`config.mk`:
```
export PLATFORM = sky130hd
export DESIGN_NAME = io_trap_ctrl_flat
export DESIGN_NICKNAME = d
export VERILOG_FILES = /design/src/rtl/io_trap_ctrl_pkg.sv /design/src/rtl/io_trap_ctrl_if.sv /design/src/rtl/io_trap_ctrl_bus_sync.sv /design/src/rtl/io_trap_ctrl.sv /design/src/flat_wrapper.sv
export SDC_FILE = /design/constraint.sdc
export NUM_CORES = 1
export LEC_CHECK = 0
export ABC_AREA = 1
export CORE_ASPECT_RATIO = 1.4
export CORE_MARGIN = 8
export CORE_UTILIZATION = 41
export DETAILED_ROUTE_END_ITERATION = 6
export PLACE_DENSITY = 0.81
export SYNTH_ARGS = -nofsm -noshare
export SYNTH_HDL_FRONTEND = slang
export SYNTH_SLANG_ARGS = --single-unit
export TNS_END_PERCENT = 100
```
`constraint.sdc`:
```
create_clock -name clk -period 1.4 [get_ports clk]
set_clock_uncertainty 0.1 [all_clocks]
set_input_delay 0.21 -clock clk [delete_from_list [all_inputs] [get_ports clk]]
set_output_delay 0.21 -clock clk [all_outputs]
set_load 0.02 [all_outputs]
```
`src/rtl/io_trap_ctrl_pkg.sv`:
```
// io_trap_pkg: shared types and constants for the I/O trap sequencer.
//   trap_state_e : trap sequencer states (3-bit encoding)
//   DIR_IN/DIR_OUT : io_direction encoding from the opcode tracker
//   NMI_CNT_W    : width of the NMI pulse-width counter (NMI_PULSE <= 15)
//   port_match() : masked port compare
package io_trap_pkg;

    typedef enum logic [2:0] {
        USER  = 3'd0,
        HOLD  = 3'd1,
        NMI   = 3'd2,
        ACK   = 3'd3,
        SUPER = 3'd4,
        EXIT  = 3'd5
    } trap_state_e;

    localparam logic DIR_IN  = 1'b1;
    localparam logic DIR_OUT = 1'b0;

    localparam int unsigned NMI_CNT_W = 4;

    function automatic logic port_match(input logic [7:0] port,
                                        input logic [7:0] base,
                                        input logic [7:0] mask);
        return (port & mask) == (base & mask);
    endfunction

endpackage

```
`src/rtl/io_trap_ctrl_if.sv`:
```
// io_trap_ctrl_if: Z80 bus signals seen by the trap controller.
//   iorq_n, m1_n, wr_n : bus strobes (asynchronous to clk)
//   addr_lo, data_in   : A7..A0 and D7..D0
//   nmi_n              : NMI back to the CPU, active low
// master = CPU side, slave = trap controller.
interface io_trap_ctrl_if;
    logic       iorq_n;
    logic       m1_n;
    logic       wr_n;
    logic [7:0] addr_lo;
    logic [7:0] data_in;
    logic       nmi_n;

    modport master (output iorq_n, m1_n, wr_n, addr_lo, data_in, input nmi_n);
    modport slave  (input iorq_n, m1_n, wr_n, addr_lo, data_in, output nmi_n);
endinterface

```
`src/rtl/io_trap_ctrl_bus_sync.sv`:
```
// bus_sync: WIDTH-bit 2-flop synchroniser with edge detect.
//   clk, rst_n : clock, asynchronous active-low reset (presets all flops to 1)
//   async_in   : asynchronous inputs
//   sync_out   : synchronised levels
//   rise, fall : one-clk pulses on synchronised rising/falling edges
module bus_sync #(
    parameter int unsigned WIDTH = 3
) (
    input  logic             clk,
    input  logic             rst_n,
    input  logic [WIDTH-1:0] async_in,
    output logic [WIDTH-1:0] sync_out,
    output logic [WIDTH-1:0] rise,
    output logic [WIDTH-1:0] fall
);

    logic [WIDTH-1:0] meta_q;
    logic [WIDTH-1:0] sync_q;
    logic [WIDTH-1:0] prev_q;

    always_ff @(posedge clk or negedge rst_n) begin
        if (!rst_n) begin
            meta_q <= '1;
            sync_q <= '1;
            prev_q <= '1;
        end else begin
            meta_q <= async_in;
            sync_q <= meta_q;
            prev_q <= sync_q;
        end
    end

    assign sync_out = sync_q;
    assign rise     = sync_q & ~prev_q;
    assign fall     = ~sync_q & prev_q;

endmodule

```
`src/rtl/io_trap_ctrl.sv`:
```
// io_trap_ctrl: I/O virtualisation trap sequencer for the Nabu MegaMapper.
// Blocks matching user-mode port accesses, latches them, raises NMI, and
// returns to user mode after the supervisor's RETN.
//   clk, reset_n     : clock, asynchronous active-low reset
//   bus (slave)      : iorq_n, m1_n, wr_n, addr_lo, data_in in; nmi_n out
//   new_isr, last_isr_untrap, io_direction : from the opcode tracker
//   trap_en          : global trap enable
//   ignore_next_isr  : to the opcode tracker, high across the NMI acknowledge
//   io_block         : suppresses the real peripheral decode
//   trap_port/trap_data/trap_dir : latched access details
//   super_mode       : 1 while in supervisor (trapping inhibited)
//   trap_count       : only with `define TRAP_COUNT_EN; saturating trap count
module io_trap_ctrl
    import io_trap_pkg::*;
#(
    parameter logic [7:0]  TRAP_BASE = 8'h00,
    parameter logic [7:0]  TRAP_MASK = 8'hF0,
    parameter int unsigned NMI_PULSE = 4
) (
    input  logic            clk,
    input  logic            reset_n,
    io_trap_ctrl_if.slave   bus,
    input  logic            new_isr,
    input  logic            last_isr_untrap,
    input  logic            io_direction,
    input  logic            trap_en,
    output logic            ignore_next_isr,
    output logic            io_block,
    output logic [7:0]      trap_port,
    output logic [7:0]      trap_data,
    output logic            trap_dir,
    output logic            super_mode
`ifdef TRAP_COUNT_EN
    ,
    output logic [15:0]     trap_count
`endif
);

    // Bit order in the synchroniser: [2]=iorq_n, [1]=m1_n, [0]=wr_n
    logic [2:0] sync_lvl, sync_rise, sync_fall;

    bus_sync #(.WIDTH(3)) u_sync (
        .clk      (clk),
        .rst_n    (reset_n),
        .async_in ({bus.iorq_n, bus.m1_n, bus.wr_n}),
        .sync_out (sync_lvl),
        .rise     (sync_rise),
        .fall     (sync_fall)
    );

    logic sync_unused;
    assign sync_unused = &{sync_lvl[2], sync_lvl[0], sync_rise[0], sync_fall[0]};

    logic iorq_fall, iorq_rise, m1_rise, m1_fall, m1_high;
    assign iorq_fall = sync_fall[2];
    assign iorq_rise = sync_rise[2];
    assign m1_rise   = sync_rise[1];
    assign m1_fall   = sync_fall[1];
    assign m1_high   = sync_lvl[1];

    // IORQ with M1 low is an interrupt acknowledge, never a port access
    logic io_cycle;
    assign io_cycle = iorq_fall & m1_high;

    trap_state_e          state_q, state_d;
    logic                 nmi_q, nmi_d;
    logic                 ign_q, ign_d;
    logic                 blk_q, blk_d;
    logic                 sup_q, sup_d;
    logic [NMI_CNT_W-1:0] cnt_q, cnt_d;
    logic [7:0]           port_q, port_d;
    logic [7:0]           data_q, data_d;
    logic                 dir_q, dir_d;
    logic                 trap_hit;

    always_ff @(posedge clk or negedge reset_n) begin
        if (!reset_n) begin
            state_q <= USER;
            nmi_q   <= 1'b1;
            ign_q   <= 1'b0;
            blk_q   <= 1'b0;
            sup_q   <= 1'b0;
            cnt_q   <= '0;
            port_q  <= '0;
            data_q  <= '0;
            dir_q   <= 1'b0;
        end else begin
            state_q <= state_d;
            nmi_q   <= nmi_d;
            ign_q   <= ign_d;
            blk_q   <= blk_d;
            sup_q   <= sup_d;
            cnt_q   <= cnt_d;
            port_q  <= port_d;
            data_q  <= data_d;
            dir_q   <= dir_d;
        end
    end

    always_comb begin
        state_d  = state_q;
        nmi_d    = nmi_q;
        ign_d    = ign_q;
        blk_d    = blk_q;
        sup_d    = sup_q;
        cnt_d    = cnt_q;
        port_d   = port_q;
        data_d   = data_q;
        dir_d    = dir_q;
        trap_hit = 1'b0;

        case (state_q)
            USER: begin
                if (io_cycle && trap_en && port_match(bus.addr_lo, TRAP_BASE, TRAP_MASK)) begin
                    trap_hit = 1'b1;
                    port_d   = bus.addr_lo;
                    dir_d    = io_direction;
                    if (io_direction == DIR_OUT)
                        data_d = bus.data_in;
                    blk_d    = 1'b1;
                    state_d  = HOLD;
                end
            end
            HOLD: begin
                if (iorq_rise) begin
                    blk_d   = 1'b0;
                    nmi_d   = 1'b0;
                    ign_d   = 1'b1;
                    cnt_d   = NMI_CNT_W'(NMI_PULSE - 1);
                    state_d = NMI;
                end
            end
            NMI: begin
                // nmi_n went low on entry; NMI_PULSE-1 decrements plus the
                // release cycle give exactly NMI_PULSE low cycles
                if (cnt_q == '0) begin
                    nmi_d   = 1'b1;
                    state_d = ACK;
                end else begin
                    cnt_d = cnt_q - 1'b1;
                end
            end
            ACK: begin
                if (m1_rise) begin
                    ign_d   = 1'b0;
                    sup_d   = 1'b1;
                    state_d = SUPER;
                end
            end
            SUPER: begin
                if (last_isr_untrap)
                    state_d = EXIT;
            end
            EXIT: begin
                if (m1_fall && new_isr) begin
                    sup_d   = 1'b0;
                    state_d = USER;
                end
            end
            default: state_d = USER;
        endcase
    end

    assign bus.nmi_n       = nmi_q;
    assign ignore_next_isr = ign_q;
    assign io_block        = blk_q;
    assign super_mode      = sup_q;
    assign trap_port       = port_q;
    assign trap_data       = data_q;
    assign trap_dir        = dir_q;

`ifdef TRAP_COUNT_EN
    logic [15:0] trap_count_q;

    always_ff @(posedge clk or negedge reset_n) begin
        if (!reset_n)
            trap_count_q <= '0;
        else if (trap_hit && (trap_count_q != '1))
            trap_count_q <= trap_count_q + 16'd1;
    end

    assign trap_count = trap_count_q;
`else
    logic trap_hit_unused;
    assign trap_hit_unused = trap_hit;
`endif

endmodule

```
`src/flat_wrapper.sv`:
```
// flat-port wrapper written by rule: the top's interface ports become plain ports
module io_trap_ctrl_flat import io_trap_pkg::*;
#(
    parameter logic [7:0]  TRAP_BASE = 8'h00,
    parameter logic [7:0]  TRAP_MASK = 8'hF0,
    parameter int unsigned NMI_PULSE = 4
)
  (clk, reset_n, new_isr, last_isr_untrap, io_direction, trap_en, ignore_next_isr, io_block, trap_port, trap_data, trap_dir, super_mode, bus_iorq_n, bus_m1_n, bus_wr_n, bus_addr_lo, bus_data_in, bus_nmi_n);
  io_trap_ctrl_if bus_i ();
  input  logic clk;
  input  logic reset_n;
  input  logic new_isr;
  input  logic last_isr_untrap;
  input  logic io_direction;
  input  logic trap_en;
  output logic ignore_next_isr;
  output logic io_block;
  output logic [7:0] trap_port;
  output logic [7:0] trap_data;
  output logic trap_dir;
  output logic super_mode;
  input wire logic [$bits(bus_i.iorq_n)-1:0] bus_iorq_n;
  input wire logic [$bits(bus_i.m1_n)-1:0] bus_m1_n;
  input wire logic [$bits(bus_i.wr_n)-1:0] bus_wr_n;
  input wire logic [$bits(bus_i.addr_lo)-1:0] bus_addr_lo;
  input wire logic [$bits(bus_i.data_in)-1:0] bus_data_in;
  output wire logic [$bits(bus_i.nmi_n)-1:0] bus_nmi_n;
  assign bus_i.iorq_n = bus_iorq_n;
  assign bus_i.m1_n = bus_m1_n;
  assign bus_i.wr_n = bus_wr_n;
  assign bus_i.addr_lo = bus_addr_lo;
  assign bus_i.data_in = bus_data_in;
  assign bus_nmi_n = bus_i.nmi_n;
  io_trap_ctrl #(.TRAP_BASE(TRAP_BASE), .TRAP_MASK(TRAP_MASK), .NMI_PULSE(NMI_PULSE)) u_core (.clk(clk), .reset_n(reset_n), .bus(bus_i), .new_isr(new_isr), .last_isr_untrap(last_isr_untrap), .io_direction(io_direction), .trap_en(trap_en), .ignore_next_isr(ignore_next_isr), .io_block(io_block), .trap_port(trap_port), .trap_data(trap_data), .trap_dir(trap_dir), .super_mode(super_mode));
endmodule
```
# Word level (Yosys, flattened, before mapping)
# Index checks and enable logic that the tools add are counted.
# W data, S select, Z words.
[totals]
register_bits = 37
mem_bits_ro = 0
mem_bits_rw = 0
word_cells = 70
memories = 0
out_inout_bits = 21
latch_bits = 0
[classes]
n_reduce_logical = 18
add_sub_neg = 1
n_shift = 0
bitwise = 6
mul = 0
eq_ne = 12
n_lt_le_gt_ge = 0
div_mod_pow = 0
n_mux = 21
[ops]
columns = ["cell", "count"]
rows = [
  ["$mux W3", 6],
  ["$pmux W3 S6", 1],
  ["$reduce_and A3 Y1", 6],
  ["$ne A2 B1 Y1 const B", 5],
  ["$logic_not A8 Y1", 1],
  ["$mux W4", 2],
  ["$pmux W1 S2", 4],
  ["$pmux W4 S2", 1],
  ["$reduce_bool A2 Y1", 4],
  ["$mux W1", 7],
  ["$and A3 B3 Y3", 2],
  ["$eq A3 B2 Y1 const B", 2],
  ["$eq A3 B3 Y1 const B", 2],
  ["$not A3 Y3", 2],
  ["$reduce_and A6 Y1", 1],
  ["$logic_not A4 Y1", 1],
  ["$ne A2 B2 Y1 const B", 2],
  ["$sub A4 B1 Y4 const B", 1],
  ["$eq A3 B1 Y1 const B", 1],
  ["$logic_and A1 B1 Y1", 3],
  ["$logic_not A3 Y1", 1],
  ["$reduce_and A2 Y1", 1],
  ["$and A1 B1 Y1", 1],
  ["$not A1 Y1", 1],
]

# Depth between registers and ports, before layout
[logic_depth]
word_depth = 7
depth_mapped = 10
ltp_nobuf = 9

# Modules after synthesis
# A second synthesis with hierarchy kept.
[hier_totals]
hier_cells = 182
hier_area_um2 = 1705.4
[modules_own_cells]
columns = ["mod", "area_per_inst_um2", "n_inst", "cells_each"]
rows = [
  ["io_trap_ctrl", 1423.9, 1, 161],
  ["bus_sync", 281.5, 1, 21],
]

# Least setup slack after synthesis
# No wires, ideal clock.
[synth_path]
path_type = "register to register"
startpoint = "reg u_core.u_sync.prev_q[2]"
endpoint = "reg u_core.data_q[0] (netlist: u_core.trap_data[0])"
stages_incl_launch_ff = 10
setup_time_ns = 0.117
period_less_slack_ns = 1.434
slack_ns = -0.034
n_path_buf = 0
arrival_ns = 1.217
cell_sequence = "dfstp_2 inv_1 nor2_1 nand2_1 nor2_4 nand2_4 nor2_8 inv_4 nand2_1 nand2_1"
[synth_between]
elab_chain_len = 5
[synth_lines]
columns = ["element", "line", "rtl"]
rows = [
  ["start, declared", "io_trap_ctrl_bus_sync.sv:19", "logic [WIDTH-1:0] prev_q;"],
  ["start signal, assigned", "io_trap_ctrl_bus_sync.sv:29", "prev_q <= sync_q;"],
  ["$and A3 B3 Y3", "io_trap_ctrl_bus_sync.sv:35", "assign fall = ~sync_q & prev_q;"],
  ["$and A1 B1 Y1", "io_trap_ctrl.sv:63", "assign io_cycle = iorq_fall & m1_high;"],
  ["$logic_and A1 B1 Y1 (2 in series)", "io_trap_ctrl.sv:114", "if (io_cycle && trap_en && port_match(bus.addr_lo, TRAP_BASE, TRAP_MASK)) begin"],
  ["$reduce_and A3 Y1 (no line)", "-", ""],
  ["end signal, assigned", "io_trap_ctrl.sv:95", "data_q <= data_d;"],
  ["end, declared", "io_trap_ctrl.sv:72", "logic [7:0] data_q, data_d;"],
]
# Every way passes these cells.
# A chain may end at the register's enable or synchronous reset.

# Worst setup path in the final report
[layout_path]
startpoint = "reg u_core.u_sync.prev_q[2]"
endpoint = "reg u_core.data_q[5] (netlist: u_core.trap_data[5])"
# The elaborated chain is that of the path after synthesis.

==> impl_metrics.toml <==
[floorplanning]
start_util_pct = 42.1
die_h_um = 88.1
io_pins = 46
rows = 26
core_um2 = 3610
dieArea_um2 = 5940
die_x_um = 67.5

[clock_network]
clock_path_buffers = 2
clock_sinks = 34
worstSkewPairLatency_ns = 0.28
root_buffer = "clkbuf_8"
cts_tree = "done"
htree_levels = 2
clk_pin_slew_worst_paths_ns = 0.06
cts_hold_repair.buffers = 0
cts_inserted_buffers = 5

[worst_setup_path]
reg2reg_depth = 9
path_depth = 9
path_buf_inv = 2
reg2reg_slack_ns = -0.1
end_kind = "register"
cp_data_required_time_ns = 1.52
arrival_ns = 1.62
start_kind = "register"
worst_r2r_endpoint = "u_core.trap_data[5]"
crit_fanout = 5
worst-setup-path-type = "reg2reg"
cp-startpoint = "u_core.u_sync.prev_q[2]"
cp_common_cell = "nand2_1"
reg2reg_from = "u_core.u_sync.prev_q[2]"
crit_end = "u_core.trap_data[5]"
worstPathCellList = "inv_2, nor2_2, nand2_2, nor2_4, nand2_4, nor2_8, buf_4, nand2_1, nand2_1"
max_stage_delay_ns = 0.52
cp_top_family = "simple AND/OR/NAND/NOR gates"
slowest_stage = "dfstp_2"

[sta]
grt_setup_unrepaired = "yes"
final.period_utilization_pct = 107
hold_viol_final = 0
slew-limit-headroom_pct = 78.2
final-setup-viol-count = 20
hold_slack_ns = 0.190
finalSetupTns_ns = -1.25
min_period_ns = 1.50
fmaxAchievable_mhz = 667
finalMaxSlewViolations = 0
tightest_slew_ns = 0.325
setup_ws_ns = -0.0994

[route]
drtPass1Iterations = 4
drt-initial-drc-count = 38
drc_errors = 0
via_count = 1315
routedWlPerCell_um = 12.8
via_per_inst = 4.75
wirelength_um = 3550
antenna_left = 0

[grt]
grt_max_degree = 35
grt.total_usage_pct = 13.4
grt_pass1_vias = 1387
grt_pass1_wl_um = 5930
grt_antenna_before_repair = 0
overflow = 0

[place]
dpl-instance-area_um2 = 2080
port_buffers = 44
place_ws_ns = -0.252
dp_hpwl_um = 2560
gp_congestion = 0.843

[power_and_ir_drop]
p_int_mw = 2.27
switching_share_pct = 37.7
peakVddDrop_uv = 1030
p_leak_nw = 1.24
p_total_mw = 3.65
p_per_area_nw_per_um2 = 1550
power_switching_mw = 1.37
power_frac_seq_pct = 35.2
power_frac_comb_pct = 44.9
p_clk_share_pct = 19.9

[layout]
diodes = 0
final_cell_area_um2 = 2350
drive_gt1_share_pct = 34.5
area_growth_pct = 54.3
fin_nets = 261

[logic_synthesis]
synth_seq_cells = 34
synth_area_per_cell_um2 = 9.16
yosysWarnings = 0
ys_top_cells_by_area = "dfrtp_1, nand2_1, dfstp_2"
synth_top_area_share_pct = 44.4
synthCells = 166
synth_top_area_cell = "dfrtp_1"
synth.distinct_cells = 24
synth_area_um2 = 1520
syn_nets = 193
ys_seq_area_share_pct = 56.5

[status]
status = "finished, violations left"
violations = "setup timing"

[job]
max_cap_viol_count = 0

[min_path]
hold_path_class = "in2async"
cells in the final DEF, fill, tap and decap left out, drive strengths merged:
cell type	count
a21oi	3
dfstp	7
clkinv	1
clkdlybuf4s50	23
dfrtp	27
nand3	15
nand2	58
buf	19
inv	22
o21ai	8
a31oi	1
clkbuf	7
clkdlybuf4s15	1
ha	2
xor2	2
dlygate4sd2	19
a22oi	2
nor2	18
through the flow:
step | utilization (%) | instances
finish | 65.0 | 277
CTS | 60.9 | 272
global placement | 57.7 | 260
floorplan | - | 166
global route | 65.0 | 277
detailed placement | 57.7 | 260
flip-flops by register name, indices dropped and copies added (netlist names):
register                count
u_core.io_block             1
u_core.ignore_next_isr      1
u_core.u_sync.sync_out      2
u_core.trap_dir             1
u_core.super_mode           1
u_core.cnt_q                4
u_core.state_q              3
u_core.trap_data            8
u_core.u_sync.meta_q        2
u_core.trap_port            8
u_core.u_sync.prev_q        2
u_core.bus.nmi_n            1
cell usage after synthesis, drive strengths merged:
cell,number
ha,2
buf,2
a31oi,1
o21ai,8
nand3,15
nor2,17
inv,22
xor2,2
a22oi,2
a21oi,3
dfrtp,27
nand2,58
dfstp,7
power by group through the flow:
| stage | Clock, mW | Sequential (mW) | Combinational, mW |
|---|---|---|---|
| 3_5_place_dp | 0 | 1.28 | 1.27 |
| 3_3_place_gp | 0 | 1.26 | 1.24 |
| 6_report | 0.726 | 1.28 | 1.64 |
| 4_1_cts | 0.753 | 1.26 | 1.34 |
| 5_1_grt | 0.803 | 1.31 | 1.81 |
| 2_1_floorplan | 0 | 1.30 | 0.772 |
area by class of cell:
type | instances | area [um^2]
fillers | 286 | 1260
multi-input cells | 109 | 678
flip-flops and latches | 34 | 863
clock buffers | 7 | 86.3
repair buffers | 62 | 563
clock inverters | 1 | 5.00
inverters | 22 | 97.6
well taps | 42 | 52.6
worst min-delay path by stage:
stage | slack, ns | endpoint | cells past startpoint | startpoint
3_3_place_gp | 0.25 | u_core.u_sync.sync_out[2] | 0 | u_core.u_sync.meta_q[2]
3_5_place_dp | 0.25 | u_core.u_sync.sync_out[1] | 0 | u_core.u_sync.meta_q[1]
2_1_floorplan | -0.19 | u_core.cnt_q[0] | 0 | reset_n
4_1_cts | 0.20 | u_core.trap_data[2] | 2 | reset_n
6_report | 0.19 | u_core.state_q[2] | 2 | reset_n
5_1_grt | 0.20 | u_core.super_mode | 2 | reset_n
cell families after synthesis:
logic type               share of synthesized area, %
AO/OA/AOI/OAI                                    5.35
XOR/XNOR                                         1.15
adder cells (fa/ha/maj)                          1.65
AND/OR/NAND/NOR                                  28.5
buffers and inverters                            6.83
flip-flops                                       56.5
routing by layer:
metal  vias up  GRT usage (%)  share of wire [%]
met3        13           6.27                7.1
met4         0           6.87                3.2
met5         -              0                  0
met2        39           22.6                 53
met1       607           13.1                 37
li1        656              -                  -
what timing repair did:
action                                  in CTS  in global routing
pin swaps                                    8                 15
gates resized for setup                     28                 41
gates cloned                                 1                  0
setup buffers                                3                  5
endpoints found under the setup margin      40                 29
(Power assumes the default switching activity.)
